File: src/rtl/fb_scan_out.sv
// ----------------------------------------------------------------------------
// fb_scan_out
//
// Read-side scanner for a 320x240 RGB565 frame buffer. It generates 640x480@60
// VGA timing from the system clock. It addresses the buffer with 2x2 pixel
// doubling. The returned pixel is registered as 12-bit RGB, aligned with
// hsync/vsync.
//
// Ports
//   clk           in   1   system clock
//   reset         in   1   synchronous, active-high reset
//   read_addr     out  17  frame buffer read address (registered every clk)
//   vga_pixel     in   16  RGB565 read data, valid 1 clk after read_addr
//   rgb           out  12  {R[3:0],G[3:0],B[3:0]} to the VGA DAC
//   hsync         out  1   horizontal sync, active low
//   vsync         out  1   vertical sync, active low
//   vblank_start  out  1   1-clk pulse on the tick that enters vertical blanking
//
// CLK_DIV must be >= 3. The pipeline runs as follows:
//   - The counters settle at tick cycle T.
//   - read_addr is valid at T+1.
//   - vga_pixel is valid at T+2.
//   - vga_pixel is captured on the next tick, at T+CLK_DIV.
// ----------------------------------------------------------------------------
module fb_scan_out #(
  parameter int CLK_DIV = 4,
  parameter int H_VIS   = 640,
  parameter int H_FP    = 16,
  parameter int H_SYNC  = 96,
  parameter int H_BP    = 48,
  parameter int V_VIS   = 480,
  parameter int V_FP    = 10,
  parameter int V_SYNC  = 2,
  parameter int V_BP    = 33,
  parameter int FB_W    = 320
) (
  input  logic        clk,
  input  logic        reset,
  output logic [16:0] read_addr,
  input  logic [15:0] vga_pixel,
  output logic [11:0] rgb,
  output logic        hsync,
  output logic        vsync,
  output logic        vblank_start
);

  localparam int H_TOT = H_VIS + H_FP + H_SYNC + H_BP;
  localparam int V_TOT = V_VIS + V_FP + V_SYNC + V_BP;
  localparam int DW    = (CLK_DIV > 1) ? $clog2(CLK_DIV) : 1;
  localparam int HW    = $clog2(H_TOT);
  localparam int VW    = $clog2(V_TOT);

  localparam logic [DW-1:0] DIV_LAST = DW'(CLK_DIV - 1);
  localparam logic [DW-1:0] DIV_PRE  = DW'(CLK_DIV - 2);
  localparam logic [HW-1:0] H_LAST   = HW'(H_TOT - 1);
  localparam logic [HW-1:0] H_VIS_C  = HW'(H_VIS);
  localparam logic [HW-1:0] HS_BEG   = HW'(H_VIS + H_FP);
  localparam logic [HW-1:0] HS_END   = HW'(H_VIS + H_FP + H_SYNC);
  localparam logic [VW-1:0] V_LAST   = VW'(V_TOT - 1);
  localparam logic [VW-1:0] V_VIS_C  = VW'(V_VIS);
  localparam logic [VW-1:0] V_VB     = VW'(V_VIS - 1);
  localparam logic [VW-1:0] VS_BEG   = VW'(V_VIS + V_FP);
  localparam logic [VW-1:0] VS_END   = VW'(V_VIS + V_FP + V_SYNC);
  localparam logic [16:0]   FB_W_C   = 17'(FB_W);

  logic [DW-1:0] div_q, div_d;
  logic [HW-1:0] h_q, h_d;
  logic [VW-1:0] v_q, v_d;
  logic [16:0]   addr_q, addr_d;
  logic [11:0]   rgb_q, rgb_d;
  logic          hsync_q, hsync_d;
  logic          vsync_q, vsync_d;
  logic          vblank_q, vblank_d;

  logic          tick;
  logic          visible;

  assign tick    = (div_q == DIV_LAST);
  assign visible = (h_q < H_VIS_C) && (v_q < V_VIS_C);

  // Only the 4 MSBs of each RGB565 channel reach the DAC.
  logic unused_pixel_bits;
  assign unused_pixel_bits = ^{vga_pixel[11], vga_pixel[6:5], vga_pixel[0]};

  always_comb begin
    // NOTE: every always_comb output gets a default first so that no path
    // leaves it unassigned (which would infer a latch).
    div_d    = tick ? '0 : div_q + 1'b1;
    h_d      = h_q;
    v_d      = v_q;
    rgb_d    = rgb_q;
    hsync_d  = hsync_q;
    vsync_d  = vsync_q;

    // The address is recomputed every clk from the current counters.
    // This gives the RAM a full clk of read latency before the next tick.
    addr_d = '0;
    if (visible) begin
      addr_d = 17'(v_q >> 1) * FB_W_C + 17'(h_q >> 1);
    end

    // The output registers sample the position being left. Output pixel k
    // therefore shows counter position k, with zero skew between rgb and sync.
    if (tick) begin
      rgb_d   = visible ? {vga_pixel[15:12], vga_pixel[10:7], vga_pixel[4:1]} : 12'h000;
      hsync_d = ~((h_q >= HS_BEG) && (h_q < HS_END));
      vsync_d = ~((v_q >= VS_BEG) && (v_q < VS_END));
      if (h_q == H_LAST) begin
        h_d = '0;
        v_d = (v_q == V_LAST) ? '0 : v_q + 1'b1;
      end else begin
        h_d = h_q + 1'b1;
      end
    end

    // The pulse is registered one clk early, from div == CLK_DIV-2. The
    // registered output is then high exactly during the tick cycle at
    // (H_LAST, V_VIS-1), and it stays glitch-free.
    vblank_d = (div_q == DIV_PRE) && (h_q == H_LAST) && (v_q == V_VB);
  end

  always_ff @(posedge clk) begin
    // NOTE: sequential state uses non-blocking assignments only, so every
    // register samples pre-edge values regardless of statement order.
    if (reset) begin
      div_q    <= '0;
      h_q      <= '0;
      v_q      <= '0;
      addr_q   <= '0;
      rgb_q    <= '0;
      hsync_q  <= 1'b1;
      vsync_q  <= 1'b1;
      vblank_q <= 1'b0;
    end else begin
      div_q    <= div_d;
      h_q      <= h_d;
      v_q      <= v_d;
      addr_q   <= addr_d;
      rgb_q    <= rgb_d;
      hsync_q  <= hsync_d;
      vsync_q  <= vsync_d;
      vblank_q <= vblank_d;
    end
  end

  assign read_addr    = addr_q;
  assign rgb          = rgb_q;
  assign hsync        = hsync_q;
  assign vsync        = vsync_q;
  assign vblank_start = vblank_q;

endmodule
File: config.mk
export PLATFORM = sky130hd
export DESIGN_NAME = fb_scan_out
export DESIGN_NICKNAME = d
export VERILOG_FILES = /design/src/rtl/fb_scan_out.sv
export SDC_FILE = /design/constraint.sdc
export NUM_CORES = 1
export LEC_CHECK = 0
export ABC_AREA = 1
export ABC_CLOCK_PERIOD_IN_PS = 7000
export BUFFER_PORTS_ARGS = -buffer_cell sky130_fd_sc_hd__buf_2
export CAP_MARGIN = 20
export CORE_MARGIN = 1.5
export CORE_UTILIZATION = 60
export CTS_BUF_LIST = sky130_fd_sc_hd__clkbuf_4
export DETAILED_ROUTE_END_ITERATION = 10
export PLACE_DENSITY_LB_ADDON = 0.3
export SYNTH_ARGS = -nofsm -noshare
export SYNTH_HDL_FRONTEND = slang
export SYNTH_SLANG_ARGS = --single-unit
File: constraint.sdc
create_clock -name clk -period 7 [get_ports clk]
set_input_delay 0.7 -clock clk [delete_from_list [all_inputs] [get_ports clk]]
set_output_delay 0.7 -clock clk [all_outputs]
set_load 0.01 [all_outputs]
# Yosys cells after proc, flatten, opt, wreduce, memory -nomap -nowiden
# Cells that the tools add are included.
# word_totals
regBits	54
in_bits	18
# op_classes
add_sub_neg	4
n_mul	1
magnitude_cmp	6
n_eq_ne	5
n_mux	3
bitwise_logic	3
n_reduce_logical	8
# op_table
cell	count
$add A10 B1 Y10 const B	2
$eq A10 B10 Y1 const B	2
$lt A10 B10 Y1 const B	2
$lt A10 B9 Y1 const B	2
$mux W10	2
$add A17 B9 Y17	1
$mux W12	1
$mul A9 B3 Y11 const B	1
$eq A10 B9 Y1 const B	1
$ge A10 B10 Y1 const B	1
$ge A10 B9 Y1 const B	1
$logic_and A1 B1 Y1	5
$eq A2 B2 Y1 const B	2
$reduce_or A2 Y1	2
$not A1 Y1	3
$add A2 B1 Y2 const B	1
$reduce_and A2 Y1	1

# Logic depth before layout (Yosys ltp)
# Gate-level depths: netlist of run 1.
# logic_depth
depth_word	4
ltp_mapped	13

# Least setup slack after synthesis of run 1
# Ideal clock, no wire load.
# synth_timing
path_kind	flip-flop to flip-flop
from	register v_q[4]
to	register addr_q[15] (netlist: read_addr[15])
setup_time_ps	113
t_arrival_ps	2114
required_ps	6887
setup_slack_ps	4773
path_stages_with_launch	13
cell_sequence	dfxtp_1 > ha_1 > ha_1 > fa_1 > nand2_1 > nor2_1 > nand2_1 > a21oi_2 > nand3_1 > nor2_1 > nand2_1 > nand2_1 > nor2_1
# synth_via
elab_chain_cells	4
word_cells_on_any_way	6
classes_between	1 x add/sub; 1 x mul; 1 x order compare; 1 x bitwise; 2 x reduce/logical
# synth_rtl
item	line	rtl
start: declaration	68	logic [VW-1:0] v_q, v_d;
start signal: assignment	137	v_q <= v_d;
branches (longest 4 deep; another with $add A17 B9 Y17)	--	
end signal: assignment	138	addr_q <= addr_d;
end: declaration	69	logic [16:0] addr_q, addr_d;
# Several ways; the timed one is not identified.
# A chain may end at the register's enable or synchronous reset.

# Worst setup path after layout of run 1
# Ends and elaborated chain as after synthesis.

==> impl_metrics.tcl, run 1 <==
set metrics [dict create \
    synth_cells 348 \
    synth-seq-cells 54 \
    critPathCaptureType "register" \
    crit_top_cell "nand2_1" \
    worstMarginPinSlew_ns 0.8793 \
    required_ns 7.27 \
    r2r-end "read_addr[15]" \
    fin_ws_ns 4.425 \
    stdcell_count 445 \
    routed_wl_mm 5.703 \
    slew_headroom 0.4116 \
    area.growth.synth_to_final_pct 11.47 \
    slowest_delay_ns 0.56 \
    drt-wirelength-per-cell_um 12.82 \
    place_ws_ns 4.500 \
    worstSetupStartpoint "v_q[4]" \
    yosysSeqAreaShare 0.3871 \
    grt_max_degree 21 \
    die_x_um 71.23 \
    drc 0 \
    outcome "complete, no violations" \
    pwr_density_cell_nw_per_um2 163.3 \
    drive_gt1_frac 0.1832 \
    rr_worst_depth 12 \
    ir_worst_vdd_uv 117.9 \
    path_buf_inv 0 \
    post_cts_buffers 0 \
    yosysTopAreaCell "dfxtp_1" \
    final_core_util 0.7052 \
    rrSetupSlack_ns 4.42 \
    track_usage 0.2364 \
    hold_path.class "reg -> reg" \
    skew_ns 0.02191 \
    rsz0062_at_grt "false" \
    finalCritPeriodShare 0.3679 \
    start_util 0.6327 \
    total_leakage_power_nw 1.382 \
    firstDrtPassIters 4 \
    grt_antenna_before_repair 0 \
    netlist.area_leader.share 0.3871 \
    avgSynthCellArea_um2 8.025 \
    row_count 24 \
    yosysMostFrequentCell "nand2_1" \
    diodes 0 \
    path_class "reg -> reg" \
    cp-start-kind "register" \
    synthTopCellsByCount "56 x nand2_1, 54 x dfxtp_1, 45 x nor2_1" \
    num_io_pins 50 \
    via_per_inst 5.569 \
    gp_congestion 0.9459 \
    portBuffers 45 \
    synth_nets 391 \
    slowest_stage "fa_1" \
    overflow 0 \
    synthArstFlopShare 0 \
    die_h_um 71.23 \
    grt_pass1_wl_mm 9.742 \
    period_needed_ns 2.575 \
    syn-cell-area_um2 2793 \
    cp.arrival_ns 2.84 \
    drv_cap 0 \
    clk_pin_slew_ns 0.15 \
    synth_warnings 0 \
    synth.distinct_cells 40 \
    synthTopCellsByArea "dfxtp_1 39%, ha_1 10%, nand2_1 7.5%, nor2_1 6.0%, nand3_1 5.4%" \
    n_fill_cell 372 \
    r2r_start "v_q[4]" \
    place_area_um2 3037 \
    cp_top_family "adder cells" \
    cts_made_buffers 5 \
    cts_tree "yes" \
    cp.depth 12 \
    setup_viol 0 \
    crit_end "read_addr[15]" \
    ant_nets 0 \
    path_max_fanout 6 \
    finalMaxSlewViolations 0 \
    finish.net_count 436 \
    grt_pass1_vias 2309 \
    synth-main-ff-cell "dfxtp_1" \
    clkSinkCount 54 \
    cts_buffer_depth 2 \
    setup_tns_ns 0 \
    hold_viol_final 0 \
    htree_levels 2 \
    maxClockFrequency_mhz 388.3 \
    ctsResizeCount 0 \
    die-area_um2 5073 \
    core_area_um2 4414 \
    dp_hpwl_mm 4.289 \
    dp_cells 438 \
    cts-root-buf "clkbuf_4" \
    vias 2478 \
    synth-edff-count 0 \
    stdcell_area_um2 3113 \
    path_cells "ha_1 -> ha_1 -> fa_1 -> nand2_1 -> nor2_1 -> nand2_1 -> a21oi_2 -> nand3_1 -> nor2_1 -> nand2_1 -> nand2_1 -> nor2_1" \
    clk-insertion-delay-late_ns 0.37 \
    hold_buffers 0 \
    drt_iter0_drc 124 \
]
[logic make-up after synthesis]
family                     count (synthesis)  synth area share
buffers and inverters                     44           0.06675
xor gates and xnor gates                   7           0.02195
DFF                                       54            0.3871
AOI/OAI and AO/OA                         49            0.1192
and+or+nand+nor                          169            0.2876
adders and majority gates                 25            0.1174
[power breakdown]
group / internal (mW) / switching, mW / total (mW)
Combinational: 0.00958 / 0.0167 / 0.0263
Sequential: 0.312 / 0.00269 / 0.315
Clock: 0.0740 / 0.0930 / 0.167
[cells in the final DEF (no fill, tap or decap), types with 2 or more instances in the layout]
cell,instances
nand2_2,3
nor3b_1,2
o21a_1,2
nor4_1,2
nor3_1,9
nand4_1,7
buf_2,45
ha_1,23
a211oi_1,2
fa_1,2
nor2_2,5
a21oi_1,21
xor2_1,4
inv_1,33
xnor2_1,3
nor2_4,3
nand2_1,56
nand3_1,30
inv_2,3
o21ai_0,6
clkbuf_4,5
nor2_1,45
a32o_1,12
dfxtp_1,54
[layout make-up]
cell class	instances	area, um^2	area share
multi-input cells	250	1525	0.4900
repair buffers	45	225.2	0.07235
inverters	37	140.1	0.04502
clock inverters	2	38.79	0.01246
flip-flops and latches	54	1081	0.3473
well taps	52	65.06	0.02090
clock buffers	5	37.54	0.01206
[worst register-to-register path: cells and delay by family (launching register included)]
kind                       cells  cell delay, ns
and+or+nand+nor                8            0.70
adders and majority gates      3            1.07
DFF                            1            0.50
AOI/OAI and AO/OA              1            0.20
[per-stage QoR]
| stage | total power, mW | hold slack [ns] |
|---|---|---|
| after global placement | 0.3470 | 0.4296 |
| after CTS | 0.5111 | 0.4654 |
| final | 0.5082 | 0.4628 |
| after global routing | 0.5267 | 0.4869 |
| after floorplan | 0.3387 | 0.4173 |
| after detailed placement | 0.3479 | 0.4418 |
[registers in the layout (all words and copies together), names as in the netlist]
signal,flops
vblank_start,1
h_q,10
hsync,1
read_addr,17
rgb,12
vsync,1
div_q,2
v_q,10
[metal layers]
layer  share of wire  vias to the layer above  global-route usage
met5               0                        -                   0
met4           0.012                        0             0.07757
met3           0.056                        7             0.05063
met2            0.49                       72              0.4105
met1            0.44                     1131              0.2920
li1                -                     1268                   -
[how the worst min path moves through the flow]
stage | start | end | cells past startpoint
2_1_floorplan | div_q[0] | div_q[0] | 1
3_3_place_gp | div_q[0] | div_q[0] | 1
3_5_place_dp | div_q[0] | div_q[0] | 1
4_1_cts | div_q[0] | div_q[0] | 1
5_1_grt | div_q[0] | div_q[0] | 1
6_report | div_q[0] | div_q[0] | 1
Note: power is estimated with default switching activity, not from simulation.
==> inputs of run 2 (changes only) <==
--- a/config.mk
+++ b/config.mk
@@ -5,12 +5,12 @@
 export SDC_FILE = /design/constraint.sdc
 export NUM_CORES = 1
 export LEC_CHECK = 0
-export ABC_AREA = 1
-export ABC_CLOCK_PERIOD_IN_PS = 7000
+export ABC_AREA = 0
+export ABC_CLOCK_PERIOD_IN_PS = 2300
 export BUFFER_PORTS_ARGS = -buffer_cell sky130_fd_sc_hd__buf_2
 export CAP_MARGIN = 20
 export CORE_MARGIN = 1.5
-export CORE_UTILIZATION = 60
+export CORE_UTILIZATION = 52
 export CTS_BUF_LIST = sky130_fd_sc_hd__clkbuf_4
 export DETAILED_ROUTE_END_ITERATION = 10
 export PLACE_DENSITY_LB_ADDON = 0.3
==> constraint.sdc (replaced) <==
create_clock -name clk -period 2.3 [get_ports clk]
set_input_delay 0.23 -clock clk [delete_from_list [all_inputs] [get_ports clk]]
set_output_delay 0.23 -clock clk [all_outputs]
set_load 0.01 [all_outputs]
==> run 2 against run 1 <==
Net effect:
- the flow now finishes with violations (negative setup slack)
- wire length is 2.5% lower
- die area is 13% higher
- clock power grew to 2.5 times the previous value
- worst setup slack worse by 4.5 ns
- combinational power grew to 3.2 times the previous value
- via count is 5.2% lower
- sequential share of layout area is 3.0 points lower
- cell area is 11% higher
- register-to-register slack worse by 4.5 ns
- first-iteration DRC count is 40% lower
- synthesized cell count is 10% lower
- largest cell class unchanged
- largest power group unchanged
==> impl_metrics.tcl, run 2 <==
set metrics [dict create \
    firstDrtPassIters 4 \
    synthTopCellsByArea "dfxtp_1 39%, ha_1 10%, nor2_1 5.2%, xor2_1 5.1%, o32ai_1 3.8%" \
    synthArstFlopShare 0 \
    crit_top_cell "ha_4" \
    avgSynthCellArea_um2 8.843 \
    row_count 26 \
    ant_nets 0 \
    gp_congestion 0.9003 \
    cp.arrival_ns 2.68 \
    slew_headroom 0.7247 \
    cts-root-buf "clkbuf_4" \
    portBuffers 45 \
    largest_reg_flops 17 \
    synthTopCellsByCount "54 x dfxtp_1, 38 x nor2_1, 23 x ha_1" \
    drc 0 \
    cts_made_buffers 5 \
    clk-insertion-delay-late_ns 0.38 \
    slowest_stage "dfxtp_4" \
    n_fill_cell 415 \
    path_buf_inv 0 \
    clk_pin_slew_ns 0.15 \
    routed_wl_mm 5.558 \
    place_ws_ns -0.04439 \
    total_leakage_power_nw 1.472 \
    cts_tree "yes" \
    use_met2 0.3700 \
    finish.net_count 423 \
    htree_levels 2 \
    critPathCaptureType "register" \
    hold_path.class "in -> reg" \
    synth_nets 355 \
    path_class "reg -> reg" \
    finalMaxSlewViolations 0 \
    layout_common_cells "47 x dfxtp_1, 45 x buf_2, 38 x nor2_1, 27 x buf_4" \
    place_area_um2 3327 \
    via_per_inst 5.211 \
    stdcell_area_um2 3453 \
    path_max_fanout 3 \
    yosysSeqAreaShare 0.3918 \
    die-area_um2 5752 \
    vias 2350 \
    synth-edff-count 0 \
    track_usage 0.2151 \
    overflow 0 \
    setup_tns_ns -0.07978 \
    final_common_cell "dfxtp_1" \
    cp-start-kind "register" \
    grt_antenna_before_repair 0 \
    cts_buffer_depth 2 \
    required_ns 2.63 \
    stdcell_count 451 \
    yosysMostFrequentCell "dfxtp_1" \
    num_io_pins 50 \
    drt-wirelength-per-cell_um 12.32 \
    syn-cell-area_um2 2759 \
    drv_cap 0 \
    grt_max_degree 36 \
    met3_usage 0.05291 \
    synth.distinct_cells 45 \
    grt_pass1_wl_mm 9.425 \
    drt_iter0_drc 74 \
    rsz0062_at_grt "true" \
    maxClockFrequency_mhz 426.1 \
    dp_hpwl_mm 4.199 \
    synth_cells 312 \
    netlist.area_leader.share 0.3918 \
    busiest_layer "met2" \
    cp_top_family "simple AND/OR/NAND/NOR gates" \
    drive_gt1_frac 0.2913 \
    diodes 0 \
    area.growth.synth_to_final_pct 25.17 \
    skew_ns 0.006680 \
    use_met1 0.2533 \
    register_area_um2 1095 \
    dp_cells 443 \
    hold_viol_final 0 \
    path_cells "ha_4 -> ha_4 -> a211o_1 -> and4_4 -> or3_4 -> or3_1 -> a21oi_1" \
    slowest_delay_ns 0.39 \
    clkSinkCount 54 \
    fin_ws_ns -0.04710 \
    failed_checks "negative setup slack" \
    setup_viol 3 \
    ir_worst_vdd_uv 290.1 \
    synth-main-ff-cell "dfxtp_1" \
    finalCritPeriodShare 1.020 \
    outcome "complete, but fails checks" \
    grt_pass1_vias 2251 \
    pwr_density_cell_nw_per_um2 422.7 \
    synth-seq-cells 54 \
    period_needed_ns 2.347 \
    start_util 0.5402 \
    multi_input_area_um2 1703 \
    holdWs_ns 0.07707 \
    die_x_um 75.84 \
    die_h_um 75.84 \
    core_area_um2 5107 \
    synth_warnings 0 \
    yosysTopAreaCell "dfxtp_1" \
    worstMarginPinSlew_ns 0.4092 \
]
[run 2: worst min-delay path, cell delays in order]
cell and delay (ns):
buf_2 0.09, nand2_1 0.05, o32ai_1 0.06
[run 2: worst paths after layout]
| path | endpoint | cells past startpoint | slack, ns | start |
|---|---|---|---|---|
| hold / removal | rgb[10] | 3 | 0.08 | vga_pixel[14] |
| setup / recovery | read_addr[14] | 7 | -0.05 | v_q[3] |
| hold reg to reg | div_q[0] | 1 | 0.47 | div_q[0] |
| setup reg to reg | read_addr[14] | 7 | -0.05 | v_q[3] |
[run 2: report_power, final]
part / leakage, nW / internal [mW] / switching, mW / total [mW]
clock network: 0.0292 / 0.120 / 0.298 / 0.418
registers: 0.440 / 0.948 / 0.00848 / 0.957
logic: 1.00 / 0.0338 / 0.0515 / 0.0853
[run 2: area by class of cell]
class                      instances  area share
clock buffer                       5     0.01087
inverter                          22     0.02391
clock inverter                     3    0.005797
sequential                        54      0.3170
multi-input combinational        225      0.4931
timing repair buffer              72      0.1239
tap                               70     0.02536
[run 2: kinds of logic after synthesis]
kind of cell    synth area share
simple gates              0.2367
flops                     0.3918
compound gates            0.1229
buf+inv                  0.04626
fa+ha+maj                 0.1188
xor+xnor                 0.07619
mux                     0.007257
[run 2: layer usage]
| metal | share of wire | vias up |
|---|---|---|
| met1 | 0.46 | 1068 |
| li1 | - | 1220 |
| met2 | 0.48 | 54 |
| met5 | 0 | - |
| met4 | 0.019 | 0 |
| met3 | 0.040 | 8 |
[run 2: what timing repair did]
item                       4_1_cts  5_1_grt
setup buffers                    1        0
hold buffers                     0        0
pin swaps                        0        2
resized for setup                4        6
setup endpoints to repair        3        4
[run 2: per-stage QoR]
step | utilization | power [mW]
2_1_floorplan | - | 1.031
3_5_place_dp | 0.6514 | 1.064
5_1_grt | 0.6761 | 1.529
4_1_cts | 0.6685 | 1.489
3_3_place_gp | 0.6514 | 1.062
6_report | 0.6761 | 1.460
